### src/rtl/serial_add_unit.sv
// Bit-serial adder: one full-adder slice per clock, LSB first, with registered Sum/Cout/Overflow.
// Define SERIAL_ADD_SUB_EN to add a Sub input that computes A-B in two's complement.
module serial_add_unit #(
  parameter int unsigned WIDTH = 8
) (
  input  logic             CLK,
  input  logic             Reset_L,
  input  logic             Start,
  input  logic [WIDTH-1:0] A,
  input  logic [WIDTH-1:0] B,
  input  logic             Cin,
`ifdef SERIAL_ADD_SUB_EN
  input  logic             Sub,
`endif
  output logic             Busy,
  output logic             Done,
  output logic [WIDTH-1:0] Sum,
  output logic             Cout,
  output logic             Overflow
);

  localparam int unsigned CntW = $clog2(WIDTH);
  localparam logic [CntW-1:0] CntLast = CntW'(WIDTH - 1);

  typedef enum logic [1:0] {StIdle, StShift, StDone} state_e;

  state_e           state_q;
  logic [WIDTH-1:0] a_sh_q, b_sh_q, r_sh_q, sum_q;
  logic [CntW-1:0]  cnt_q;
  logic             c_q, busy_q, done_q, cout_q, ovf_q;

  logic             s_bit, c_next, c_load;
  logic [WIDTH-1:0] b_load;

  always_comb begin
    s_bit  = a_sh_q[0] ^ b_sh_q[0] ^ c_q;
    c_next = (a_sh_q[0] & b_sh_q[0]) | (c_q & (a_sh_q[0] ^ b_sh_q[0]));
    b_load = B;
    c_load = Cin;
`ifdef SERIAL_ADD_SUB_EN
    if (Sub) begin
      b_load = ~B;
      c_load = 1'b1;
    end
`endif
  end

  always_ff @(posedge CLK) begin
    if (!Reset_L) begin
      state_q <= StIdle;
      a_sh_q  <= '0;
      b_sh_q  <= '0;
      r_sh_q  <= '0;
      cnt_q   <= '0;
      c_q     <= 1'b0;
      busy_q  <= 1'b0;
      done_q  <= 1'b0;
      sum_q   <= '0;
      cout_q  <= 1'b0;
      ovf_q   <= 1'b0;
    end else begin
      case (state_q)
        StIdle: begin
          done_q <= 1'b0;
          if (Start) begin
            a_sh_q  <= A;
            b_sh_q  <= b_load;
            c_q     <= c_load;
            cnt_q   <= '0;
            r_sh_q  <= '0;
            busy_q  <= 1'b1;
            state_q <= StShift;
          end
        end
        StShift: begin
          r_sh_q <= {s_bit, r_sh_q[WIDTH-1:1]};
          a_sh_q <= {1'b0, a_sh_q[WIDTH-1:1]};
          b_sh_q <= {1'b0, b_sh_q[WIDTH-1:1]};
          c_q    <= c_next;
          cnt_q  <= cnt_q + 1'b1;
          if (cnt_q == CntLast) begin
            // On the MSB slice c_q is still the carry into the MSB.
            sum_q   <= {s_bit, r_sh_q[WIDTH-1:1]};
            cout_q  <= c_next;
            ovf_q   <= c_q ^ c_next;
            busy_q  <= 1'b0;
            done_q  <= 1'b1;
            state_q <= StDone;
          end
        end
        StDone: begin
          done_q  <= 1'b0;
          state_q <= StIdle;
        end
        default: begin
          busy_q  <= 1'b0;
          done_q  <= 1'b0;
          state_q <= StIdle;
        end
      endcase
    end
  end

  assign Busy     = busy_q;
  assign Done     = done_q;
  assign Sum      = sum_q;
  assign Cout     = cout_q;
  assign Overflow = ovf_q;

endmodule

### config.mk
export PLATFORM = sky130hd
export DESIGN_NAME = serial_add_unit
export DESIGN_NICKNAME = d
export VERILOG_FILES = /design/src/rtl/serial_add_unit.sv
export SDC_FILE = /design/constraint.sdc
export NUM_CORES = 1
export LEC_CHECK = 0
export CAP_MARGIN = 20
export CORE_MARGIN = 3
export CORE_UTILIZATION = 51
export DETAILED_ROUTE_END_ITERATION = 10
export GPL_TIMING_DRIVEN = 1
export PLACE_DENSITY = 0.77
export REMOVE_ABC_BUFFERS = 1
export SYNTH_ARGS = -nofsm -noshare
export SYNTH_HDL_FRONTEND = slang
export SYNTH_SLANG_ARGS = --single-unit
export TNS_END_PERCENT = 5
### constraint.sdc
create_clock -name CLK -period 2.2 [get_ports CLK]
set_clock_uncertainty 0.2 [all_clocks]
set_input_delay 0.44 -clock CLK [delete_from_list [all_inputs] [get_ports CLK]]
set_output_delay 0.44 -clock CLK [all_outputs]
set_load 0.01 [all_outputs]
Word-level counts from Yosys, hierarchy flattened
Cells that the tools add are included.
Storage, ports and cells
  flip-flop bits (word level): 42
  output and inout bits: 12
  word-level logic and storage cells: 47
Cells by class
  $add $sub $neg: 1
  equality and inequality tests: 5
  muxes and demuxes: 16
  bitwise gates (word level): 7
  reduce and logical (&&, ||, !) cells: 7
Operator list (number)
  one-hot mux 8 bit (2 select lines): 3
  2-to-1 mux 8 bit: 3
  AND reduction 2 bit: 4
  one-hot mux 3 bit (2 select lines): 1
  2-to-1 mux 2 bit: 2
  != test 2 bit (second input constant): 2
  one-hot mux 2 bit (2 select lines): 1
  adder 3 x 1 -> 3 bit (second input constant): 1
  equality test 3 bit (second input constant): 1
  2-to-1 mux 1 bit: 3
  2-to-1 mux 3 bit: 1
  one-hot mux 1 bit (3 select lines): 1
  AND reduction 3 bit: 1
  XOR 1 bit: 3
  AND 1 bit: 2
  equality test 2 x 1 -> 1 bit (second input constant): 1
  equality test 2 bit (second input constant): 1
  zero test 2 bit: 1
  one-hot mux 1 bit (2 select lines): 1
  nonzero test 2 bit: 1
  NOT 1 bit: 1
  bitwise OR 1 bit: 1

Depth between registers and ports, before layout
  depth in word-level cells: 4
  mapped depth: 6

Worst setup path before layout
OpenSTA, ideal clock, no wires.
  kind: register -> register
  start point: register cnt_q[0]
  end point: register ovf_q, in the netlist Overflow
  data arrival time: 1.266 ns
  required time: 1.884 ns
  path slack: 0.617 ns
  cell stages (with the launch flop): 7
  path buffers: 1
  path through: dfxtp_1 > ha_1 > ha_1 > nand3b_1 > clkbuf_1 > nand2b_1 > o211a_1
Between the ends
  word-level cells in the longest chain between the ends: 2
RTL lines
  start: declaration: RTL line 29  | logic [CntW-1:0] cnt_q;
  start signal: assignment: RTL line 80  | cnt_q <= cnt_q + 1'b1;
  equality test 3 bit: RTL line 81  | if (cnt_q == CntLast) begin
  AND reduction 2 bit (no line)
  end signal: assignment: RTL line 85  | ovf_q <= c_q ^ c_next;
  end: declaration: RTL line 30  | logic c_q, busy_q, done_q, cout_q, ovf_q;
Every way passes these cells.
A chain may end at the register's enable or synchronous reset.

Final worst setup path
  start point: register busy_q, in the netlist Busy
  end point: output port Busy
RTL lines
  start: declaration: RTL line 30
  start signal: assignment: RTL line 56  | busy_q <= 1'b0;
  start signal: assignment: RTL line 71  | busy_q <= 1'b1;
  start signal: assignment: RTL line 86  | busy_q <= 1'b0;
  end: declaration: RTL line 15  | output logic Busy,
No word-level cell between the ends.

==> flow_summary.toml <==
[outcome]
status = "complete, no violations"

[floorplanning]
dieArea_um2 = 4080
start_util = 0.546
placementRows = 20
core-area_um2 = 3130
fp.dieH_um = 63.8
die_x_um = 63.8
io-pin-count = 32

[worst_setup_path]
crit_arrival_ns = 1.24
critPathMaxFanout = 3
start_kind = "flop"
path_buf_inv = 1
crit_path_top_delay_cell = "clkdlybuf4s50_1"
cpLargestDelayFamily = "buffers and inverters"
crit_chain = "clkdlybuf4s50_1"
path_class = "flop to output pin"
crit_path_end_kind = "output pin"
required_ns = 1.56
cpPeakStageDelay_ns = 0.54

[pwr]
p_leak_nw = 0.746
p_total_mw = 1.30
cellPowerDensity_nw_per_um2 = 629
irDropWorstVdd_v = 0.000351

[cts]
cts.htree.levels = 2
cts_resized = 0
cts_sinks = 41
cts.reportedPaths.clkPinSlew_ns = 0.11
cts_setup_buffers = 0
ctsLongestPathBuffers = 2
clock_latency_ns = 0.34
cts_root_buf = "clkbuf_4"
cts.hold.buffers_added = 0
cts_tree = "yes"
cts_made_buffers = 5

[grt]
grt_max_degree = 47
grt.total_usage = 0.179
overflow = 0
grt_pass1_wl_mm = 5.80
grt_pass1_vias = 1303
antenna_found_initial = 0

[synthesis]
synthFlopType = "dfxtp_1"
async_reset_ff_frac = 0
yosys_warnings = 0
synth-edff-count = 0
ys_seq_area_frac = 0.481
syn_inst = 175
avgSynthCellArea_um2 = 9.75
ys_types = 29
ys_ff_latch = 41
netlist_area_um2 = 1710

[flow_run]
drv_cap = 0

[sta]
rsz0062_at_grt = "false"
period_needed_ns = 1.88
tightest_slew_ns = 0.659
setup_viol = 0
slew_headroom = 0.559
fmax_mhz = 531
finalHoldViolations = 0
tns_ns = 0
fin_crit_sh = 0.856
slew_viol_final = 0

[route]
vias = 1373
dr.pass1.iters = 4
postRouteAntennaNets = 0
remaining_drc_errors = 0
drt_iter0_drc = 72
wl_per_cell_um = 13.5
wl_mm = 3.36
vias_per_cell = 5.54

[final_layout]
final_layout_size_suffix_gt1_frac = 0.0980
nets = 228
mostFrequentLayoutCells = "dfxtp_1, clkdlybuf4s50_1, o21ai_1, nand2_1"
fin_util = 0.662
final_common_cell = "dfxtp_1"
diodes = 0
area_growth_pct = 21.4

[placement]
gp_congestion = 0.760
portBuffers = 31
dp_hpwl_mm = 2.34

[hold_path]
min_path_type = "flop to flop"
==> where the power goes <==
part	internal, mW	leakage, nW	total (mW)	switching [mW]
Clock	0.111	0.0269	0.331	0.220
Combinational	0.0898	0.385	0.179	0.0890
Sequential	0.774	0.334	0.795	0.0207
Total	0.975	0.747	1.30	0.329
==> final timing paths <==
check	start	endpoint	slack, ns	depth (start not counted)
worst min-delay path	Cout	Cout	0.26	2
worst max register to register	cnt_q[0]	Overflow	0.60	6
worst min register to register	Cout	Cout	0.26	2
worst max-delay path	Busy	Busy	0.32	1
==> synthesized netlist by cell type (2+ instances only) <==
| cell type | n | area (um2) |
|---|---|---|
| o211ai_1 | 15 | 113 |
| buf_6 | 3 | 33.8 |
| o21ai_1 | 23 | 115 |
| buf_4 | 2 | 15.0 |
| o22ai_1 | 10 | 62.6 |
| buf_2 | 7 | 35.0 |
| nor2_1 | 4 | 15.0 |
| nand3_1 | 9 | 45.0 |
| clkbuf_1 | 3 | 11.3 |
| mux2i_1 | 15 | 150 |
| nand2b_1 | 4 | 25.0 |
| dfxtp_1 | 41 | 821 |
| nor2b_1 | 2 | 12.5 |
| o21ai_2 | 5 | 43.8 |
| ha_1 | 2 | 25.0 |
| nand2_1 | 17 | 63.8 |
==> sequential cells by signal, indices dropped and copies added, names as in the netlist <==
register / flops
Cout: 1
r_sh_q: 7
Overflow: 1
Busy: 1
state_q: 2
c_q: 1
cnt_q: 3
Sum: 8
Done: 1
b_sh_q: 8
a_sh_q: 8
==> layer usage <==
metal	global-route usage	vias up	part of all wire
li1	-	689	-
met1	0.223	643	0.47
met2	0.294	36	0.47
met3	0.0404	5	0.044
met4	0.0809	0	0.016
met5	0	-	0
==> final cells by class <==
type	instances	area [um2]
fillers	253	1060
flip-flops and latches	41	821
multi-input cells	117	783
repair buffers	38	363
well taps	44	55.1
clock buffers	5	37.5
inverters	2	7.51
clock inverters	1	5.00
==> cells by family (layout without fill, tap and decap cells) <==
family | after synthesis | after routing | synth area share
and+or+nand+nor | 41 | 41 | 0.122
adders and majority gates | 3 | 3 | 0.0264
buffers and inverters | 17 | 46 | 0.0601
xor gates and xnor gates | 1 | 1 | 0.00513
muxes | 15 | 15 | 0.0880
DFF | 41 | 41 | 0.481
AOI/OAI and AO/OA | 57 | 57 | 0.217
==> through the flow <==
stage	area, um2	hold slack, ns	instances	worst slack [ns]
global route	2070	0.287	248	0.238
global placement	2030	0.246	242	0.108
finish	2070	0.261	248	0.316
CTS	2070	0.266	248	0.291
floorplan	1610	0.228	160	-0.0388
detailed placement	2030	0.250	242	0.0419
==> tightest hold or removal path: cells and delay by family (launching register included) <==
family / cells / cell delay [ns]
compound gates: 1 / 0.05
flops: 1 / 0.32
simple gates: 1 / 0.06
No activity file was read; power rests on OpenSTA's default activity.
